==> src/rtl/sys_ctrl.sv <==
// Command controller between the UART receiver and the reg file / ALU / TX path.
// Byte frames (AA write, BB read, CC load-operands-and-run, DD run) become strobes; results return as bytes.
module sys_ctrl #(
    parameter int WIDTH      = 8,
    parameter int ADDR_WIDTH = 4,
    parameter int FUN_WIDTH  = 4
) (
    input  logic                  clk,
    input  logic                  reset_n,
    input  logic [WIDTH-1:0]      rx_data_in,
    input  logic                  rx_valid_in,
    output logic [ADDR_WIDTH-1:0] rf_addr_out,
    output logic                  rf_wr_en_out,
    output logic [WIDTH-1:0]      rf_wr_data_out,
    output logic                  rf_rd_en_out,
    input  logic [WIDTH-1:0]      rf_rd_data_in,
    input  logic                  rf_rd_valid_in,
    output logic                  alu_en_out,
    output logic [FUN_WIDTH-1:0]  alu_fun_out,
    output logic                  alu_clk_en_out,
    input  logic [2*WIDTH-1:0]    alu_out_in,
    input  logic                  alu_valid_in,
    output logic [WIDTH-1:0]      tx_data_out,
    output logic                  tx_valid_out,
    input  logic                  tx_ready_in,
    output logic                  cmd_drop_out,
    output logic [3:0]            dbg_state_out
);

    localparam logic [WIDTH-1:0] CMD_WR  = WIDTH'(8'hAA);
    localparam logic [WIDTH-1:0] CMD_RD  = WIDTH'(8'hBB);
    localparam logic [WIDTH-1:0] CMD_OP  = WIDTH'(8'hCC);
    localparam logic [WIDTH-1:0] CMD_ALU = WIDTH'(8'hDD);

    typedef enum logic [3:0] {
        IDLE     = 4'd0,
        WR_ADDR  = 4'd1,
        WR_DATA  = 4'd2,
        RD_ADDR  = 4'd3,
        RD_WAIT  = 4'd4,
        OP_A     = 4'd5,
        OP_B     = 4'd6,
        ALU_FUN  = 4'd7,
        ALU_WAIT = 4'd8,
        TX_LO    = 4'd9,
        TX_HI    = 4'd10
    } state_t;

    state_t                state;
    logic [ADDR_WIDTH-1:0] addr_q;
    logic [WIDTH-1:0]      alu_hi_q;

    assign dbg_state_out = state;

    // TX handshake: a byte transfers on any cycle where tx_valid_out and tx_ready_in are both high;
    // tx_valid_out/tx_data_out never change until that happens, and ready alone transfers nothing.
    always_ff @(posedge clk) begin
        if (!reset_n) begin
            state          <= IDLE;
            addr_q         <= '0;
            alu_hi_q       <= '0;
            rf_addr_out    <= '0;
            rf_wr_en_out   <= 1'b0;
            rf_wr_data_out <= '0;
            rf_rd_en_out   <= 1'b0;
            alu_en_out     <= 1'b0;
            alu_fun_out    <= '0;
            alu_clk_en_out <= 1'b0;
            tx_data_out    <= '0;
            tx_valid_out   <= 1'b0;
            cmd_drop_out   <= 1'b0;
        end else begin
            rf_wr_en_out <= 1'b0;
            rf_rd_en_out <= 1'b0;
            alu_en_out   <= 1'b0;
            cmd_drop_out <= 1'b0;

            case (state)
                IDLE: begin
                    if (rx_valid_in) begin
                        case (rx_data_in)
                            CMD_WR:  state <= WR_ADDR;
                            CMD_RD:  state <= RD_ADDR;
                            CMD_OP:  state <= OP_A;
                            CMD_ALU: state <= ALU_FUN;
                            default: cmd_drop_out <= 1'b1;
                        endcase
                    end
                end

                WR_ADDR: begin
                    if (rx_valid_in) begin
                        addr_q <= rx_data_in[ADDR_WIDTH-1:0];
                        state  <= WR_DATA;
                    end
                end

                WR_DATA: begin
                    if (rx_valid_in) begin
                        rf_addr_out    <= addr_q;
                        rf_wr_data_out <= rx_data_in;
                        rf_wr_en_out   <= 1'b1;
                        state          <= IDLE;
                    end
                end

                RD_ADDR: begin
                    if (rx_valid_in) begin
                        rf_addr_out  <= rx_data_in[ADDR_WIDTH-1:0];
                        rf_rd_en_out <= 1'b1;
                        state        <= RD_WAIT;
                    end
                end

                RD_WAIT: begin
                    cmd_drop_out <= rx_valid_in;
                    if (rf_rd_valid_in) begin
                        tx_data_out  <= rf_rd_data_in;
                        tx_valid_out <= 1'b1;
                        state        <= TX_HI;
                    end
                end

                OP_A: begin
                    if (rx_valid_in) begin
                        rf_addr_out    <= '0;
                        rf_wr_data_out <= rx_data_in;
                        rf_wr_en_out   <= 1'b1;
                        state          <= OP_B;
                    end
                end

                OP_B: begin
                    if (rx_valid_in) begin
                        rf_addr_out    <= ADDR_WIDTH'(1);
                        rf_wr_data_out <= rx_data_in;
                        rf_wr_en_out   <= 1'b1;
                        state          <= ALU_FUN;
                    end
                end

                ALU_FUN: begin
                    if (rx_valid_in) begin
                        alu_fun_out    <= rx_data_in[FUN_WIDTH-1:0];
                        alu_en_out     <= 1'b1;
                        alu_clk_en_out <= 1'b1;
                        state          <= ALU_WAIT;
                    end
                end

                ALU_WAIT: begin
                    cmd_drop_out <= rx_valid_in;
                    // The ALU clock keeps running through the result cycle and is gated off right after.
                    if (alu_valid_in) begin
                        alu_clk_en_out <= 1'b0;
                        tx_data_out    <= alu_out_in[WIDTH-1:0];
                        alu_hi_q       <= alu_out_in[2*WIDTH-1:WIDTH];
                        tx_valid_out   <= 1'b1;
                        state          <= TX_LO;
                    end
                end

                TX_LO: begin
                    cmd_drop_out <= rx_valid_in;
                    if (tx_valid_out && tx_ready_in) begin
                        tx_data_out <= alu_hi_q;
                        state       <= TX_HI;
                    end
                end

                TX_HI: begin
                    cmd_drop_out <= rx_valid_in;
                    if (tx_valid_out && tx_ready_in) begin
                        tx_valid_out <= 1'b0;
                        state        <= IDLE;
                    end
                end

                default: state <= IDLE;
            endcase
        end
    end

endmodule

==> config.mk <==
export PLATFORM = sky130hd
export DESIGN_NAME = sys_ctrl
export DESIGN_NICKNAME = d
export VERILOG_FILES = /design/src/rtl/sys_ctrl.sv
export SDC_FILE = /design/constraint.sdc
export NUM_CORES = 1
export LEC_CHECK = 0
export CELL_PAD_IN_SITES_DETAIL_PLACEMENT = 1
export CELL_PAD_IN_SITES_GLOBAL_PLACEMENT = 1
export CORE_MARGIN = 2
export CORE_UTILIZATION = 25
export CTS_CLUSTER_SIZE = 10
export DETAILED_ROUTE_END_ITERATION = 12
export GPL_TIMING_DRIVEN = 0
export PLACE_DENSITY = 0.64
export SLEW_MARGIN = 20
export SYNTH_ARGS = -nofsm -noshare
export SYNTH_HDL_FRONTEND = slang
export SYNTH_SLANG_ARGS = --single-unit
==> constraint.sdc <==
create_clock -name clk -period 3.2 [get_ports clk]
set_input_delay 0.64 -clock clk [delete_from_list [all_inputs] [get_ports clk]]
set_output_delay 0.64 -clock clk [all_outputs]
set_load 0.01 [all_outputs]
**Word level (Yosys, flattened, before mapping)**

Cells that the tools add are included.
W data, S select, Z words.

- Bits in latches: 0
- Logic and storage cells: 92
- Bits of input ports: 38
- Output and inout bits: 34
- Bits in read-only memories: 0
- Memories kept: 0
- Bits in registers: 46
- RAM bits: 0

- Shift operators: 0
- Magnitude comparators: 0
- Multiply operators: 0
- Divide/modulo/power cells: 0
- Equality and inequality tests: 26
- Multiplexer cells: 32
- Reductions and logical operators: 21
- Bitwise logic cells: 0
- Add/sub/neg operators: 0

Operators by type and width:

| kind | count |
|---|---|
| $mux W4 | 14 |
| $pmux W4 S11 | 1 |
| $eq A8 B8 Y1 const B | 4 |
| $pmux W4 S4 | 2 |
| $mux W8 | 3 |
| $pmux W8 S3 | 1 |
| $ne A2 B2 Y1 const B | 11 |
| $eq A4 B3 Y1 const B | 4 |
| $reduce_and A2 Y1 | 7 |
| $eq A4 B4 Y1 const B | 3 |
| $reduce_and A12 Y1 | 1 |
| $eq A4 B2 Y1 const B | 2 |
| $mux W1 | 8 |
| $reduce_and A4 Y1 | 2 |
| $reduce_or A4 Y1 | 2 |
| $reduce_bool A3 Y1 | 2 |
| $ne A5 B1 Y1 const B | 1 |
| $reduce_and A5 Y1 | 1 |
| $eq A4 B1 Y1 const B | 1 |
| $logic_not A4 Y1 | 1 |
| $pmux W1 S2 | 2 |
| $reduce_bool A4 Y1 | 1 |
| $pmux W1 S3 | 1 |
| $reduce_and A3 Y1 | 1 |
| 3 further kinds | 3 |

**Longest topological paths before layout**

- Depth in word-level cells: 5
- Gate-level depth with buffers: 7
- Mapped depth without buffers: 4

**Least setup slack after synthesis**

OpenSTA, ideal clock, no wires.

- Path type: input to register
- Start point: input rx_data_in[5]
- End point: register cmd_drop_out
- Setup time: 0.116 ns
- Arrival time: 1.482 ns
- Required time: 3.084 ns
- Buffers on the path: 0
- Cell stages on the path: 4
- Slack: 1.602 ns
- Cells stage by stage: nand4bb_1 a211oi_1 o21ai_0 a41o_1

- Cells in the longest elaborated chain, start to end: 5
- Elaborated cells on any way between the ends: 8
- Classes of those cells: eq/ne (4); mux (3); reduce/logical (1)

RTL lines:

| element | line | text |
|---|---|---|
| start, declared | 10 | `input logic [WIDTH-1:0] rx_data_in,` |
| $eq A8 B8 Y1 | 81 | `case (rx_data_in)` |
| $reduce_or A4 Y1 (no source line) * | -- |  |
| $mux W1 * | 81 |  |
| $mux W1 * | 80 | `if (rx_valid_in) begin` |
| $pmux W1 S2 * | 78 | `case (state)` |
| end signal, assigned | 116 | `cmd_drop_out <= rx_valid_in;` |
| end signal, assigned | 152 | `cmd_drop_out <= rx_valid_in;` |
| end signal, assigned | 164 | `cmd_drop_out <= rx_valid_in;` |
| end, declared | 26 | `output logic cmd_drop_out,` |

Mark *: on every way between the ends. The rest lies on a longest branch, timed or not.
A chain may end at the register's enable or synchronous reset.

**Final worst setup path**

- Start point: input rx_data_in[1]
- End point: register state[2] (netlist: dbg_state_out[2])

- Cells in the longest elaborated chain, start to end: 4
- Elaborated cells on any way between the ends: 9
- Classes of those cells: eq/ne (5); mux (3); reduce/logical (1)

RTL lines:

| element | line | text |
|---|---|---|
| $eq A8 B8 Y1 | 81 |  |
| $pmux W4 S4 | 81 |  |
| $mux W4 | 80 |  |
| $pmux W4 S11 | 78 |  |
| end signal, assigned | 82 | `CMD_WR: state <= WR_ADDR;` |
| end signal, assigned | 83 | `CMD_RD: state <= RD_ADDR;` |
| end signal, assigned | 84 | `CMD_OP: state <= OP_A;` |
| end, declared | 49 | `state_t state;` |

Several ways; a longest one is shown, not always the timed one. The select of a mux whose other input is x is not followed.

==> results.yml <==
critical_path:
  worstPathRequired_ns: 3.42
  critical_path.reg2reg.endpoint: "dbg_state_out[2]"
  slowest_stage: "clkdlybuf4s50_1"
  cp_delay_by_family_top: "compound AO/OA/AOI/OAI gates"
  worstPathArrival_ns: 2.31
  worstPathMaxFanout: 6
  timing.critical_path.depth: 5
  cell_breakdown_of_the_critical_path: "clkdlybuf4s50_1, nand4bb_1, a211oi_1, o211ai_2, mux2i_1"
  end_kind: "register"
  setup.worst_path.class: "input port to register"
  r2r_slack_ns: 1.48
  cp.buffers_inverters: 1
  critical_path.startpoint_type: "input port"
  crit_path_max_incr_delay_ns: 0.52
  r2r_worst_path_depth: 6
  reg_to_reg_startpoint: "dbg_state_out[0]"
global_route:
  grt_first_pass_wirelength_um: 11500
  grt_pass1_vias: 2174
  groute.usage.overall_pct: 14.2
  antenna_found_initial: 0
  grt.overflow.total: 0
  grt_start_max_net_pins: 15
clock_network:
  cts_tree: "built"
  clock_sink_count: 46
  ctsRootBufferMaster: "clkbuf_8"
  postCtsSetupBuffers: 0
  cts_buffer_depth: 2
  post_cts_resized: 0
  clock_latency_late_sink_ns: 0.30
  htree_num_levels: 2
  number_of_buffers_added_by_the_clock_tree_synthesis_step: 5
  clkTransAtPathRegs_ns: 0.09
  postCtsHoldBufs: 0
job:
  cap_violations: 0
floorplan:
  die_y_um: 101
  chipWidth_um: 101
  floorplan.core_area_sq_um: 9200
  placement_rows: 35
  start_util_pct: 25.6
  die_area_sq_um: 10200
  floorplan.io_pins: 72
logic_synthesis:
  dominant_cell_by_count_in_the_synthesized_netlist: "dfxtp_1"
  synth_nets: 292
  synth_enable_flop_cells: 0
  synth_area_leader_cell: "dfxtp_1"
  yosysSeqAreaShare_pct: 39.0
  yosys-top-cells-count: "46 x dfxtp_1, 43 x mux2i_1, 34 x nor2_1"
  postSynth.topFlopCell: "dfxtp_1"
  yosysWarningCount: 0
  synth_top_area_share_pct: 39.0
  synth.top_cells.by_area: "dfxtp_1 39%, mux2i_1 18%, nor2_1 5.4%"
  synth.lib_cells_used.distinct: 50
  post_synth_instance_area_sq_um: 2360
  synthesis.instances: 254
  syn-mean-instance-area_sq_um: 9.29
  synthArstFlopShare_pct: 0
  ys_seq_elements: 46
sta:
  worstMarginPinSlew_ns: 0.547
  timing.setup.tns_ns: 0
  fin_skew_ns: 0.00785
  final.min_clock_period_ns: 2.08
  final-setup-viol-count: 0
  min_period_over_period_pct: 65.1
  final-hold-violation-count: 0
  grt_setup_unrepaired: "false"
  timing.slew.headroom_pct: 63.5
  timing.final.max_slew_violations: 0
  max_freq_ghz: 0.480
detailed_routing:
  via_per_inst: 4.82
  route.vias.total: 2137
  drt_pass1_iterations: 4
  wl_per_cell_um: 16.1
  final_antenna_net_count: 0
  remaining_drc_errors: 0
  routed_wire_length_um: 7140
  initialDrtViolationCount: 104
finish:
  final.fill_count: 1083
  synthToLayoutAreaGrowth_pct: 40.3
  finish.net_count: 369
  post_route_cells_drive_above_1_share_pct: 8.43
  fin_area_sq_um: 3310
  antenna_cell_count: 0
  finalCoreUtilization_pct: 36.0
worst_hold_path:
  min_to: "tx_data_out[1]"
  hold_crit_start: "tx_data_out[1]"
  instance_count_along_the_most_critical_hold_path: 2
  min_path_type: "register to register"
place:
  place_hpwl_um: 5490
  placement.io_buffers: 70
  placed_cell_area_sq_um: 3200
  place.gp.congestion: 0.828
power:
  leakagePower_uw: 0.00128
  power-per-cell-area_nw_per_um2: 535
  vdd_drop_max_v: 0.000176
outcome:
  outcome: "complete, no violations"
==> cell usage in the layout (no fill, tap or decap), types with 4 or more instances in the layout <==
master,count
o21ai_0,6
nor2_1,34
nand2b_1,7
clkbuf_1,9
nand2_1,24
a211oi_1,6
dfxtp_1,46
and2_1,4
buf_4,5
clkdlybuf4s50_1,70
buf_2,4
mux2i_1,43
o211ai_1,10
clkbuf_8,5
==> sequential cells by signal (all words and copies together) (netlist names), 4 cells and up <==
name,cells
alu_fun_out,4
tx_data_out,8
rf_wr_data_out,8
addr_q,4
alu_hi_q,8
dbg_state_out,4
rf_addr_out,4
==> worst register-to-register path: stages (launching register included) <==
cell	delay (ns)
dfxtp_1	0.37
buf_4	0.19
buf_4	0.19
nor2_2	0.18
nor4b_1	0.35
o2111ai_1	0.16
mux2i_1	0.21
==> power by group <==
| part | total (uW) | internal, uW | switching [uW] |
|---|---|---|---|
| Clock | 447 | 234 | 213 |
| Combinational | 653 | 324 | 329 |
| Sequential | 669 | 630 | 39.3 |
==> worst max path at each step <==
stage / startpoint / slack (ns) / end
after CTS: rx_data_in[1] / 1.10 / dbg_state_out[2]
after global routing: rx_data_in[2] / 1.0 / dbg_state_out[2]
after detailed placement: rx_data_in[1] / 0.79 / dbg_state_out[2]
after global placement: rx_data_in[1] / 0.78 / dbg_state_out[2]
after floorplan: rx_data_in[5] / 1.60 / cmd_drop_out
final: rx_data_in[1] / 1.12 / dbg_state_out[2]
==> metrics by stage <==
step	total power [uW]	worst slack, ns	hold WS, ns	cells
after global routing	1870	0.997	0.494	443
after detailed placement	1340	0.787	0.453	435
after CTS	1780	1.10	0.465	443
final	1770	1.12	0.461	443
after floorplan	1100	1.60	0.463	254
after global placement	1330	0.782	0.451	435
==> cell type report <==
cell class / instances / area [sq um] / area share, %
Buffer: 20 / 121 / 3.67
Clock buffer: 6 / 72.6 / 2.19
Clock inverter: 2 / 37.5 / 1.13
Inverter: 3 / 11.3 / 0.340
Multi-Input combinational cell: 185 / 1310 / 39.4
Sequential cell: 46 / 921 / 27.8
Tap cell: 111 / 139 / 4.20
Timing Repair Buffer: 70 / 701 / 21.2
==> kinds of logic after synthesis <==
group	after synthesis	synth area share, %
buf+inv	23	5.62
xor+xnor	3	1.11
flops	46	39.0
simple gates	92	20.4
mux	43	18.2
compound gates	47	15.5
==> per-layer routing <==
layer	global-route usage (%)	routed length, um
met1	20.3	3350
met2	22.1	3420
met3	2.83	293
met4	3.64	74
met5	0	0
Note: power is estimated with default switching activity, not from simulation.
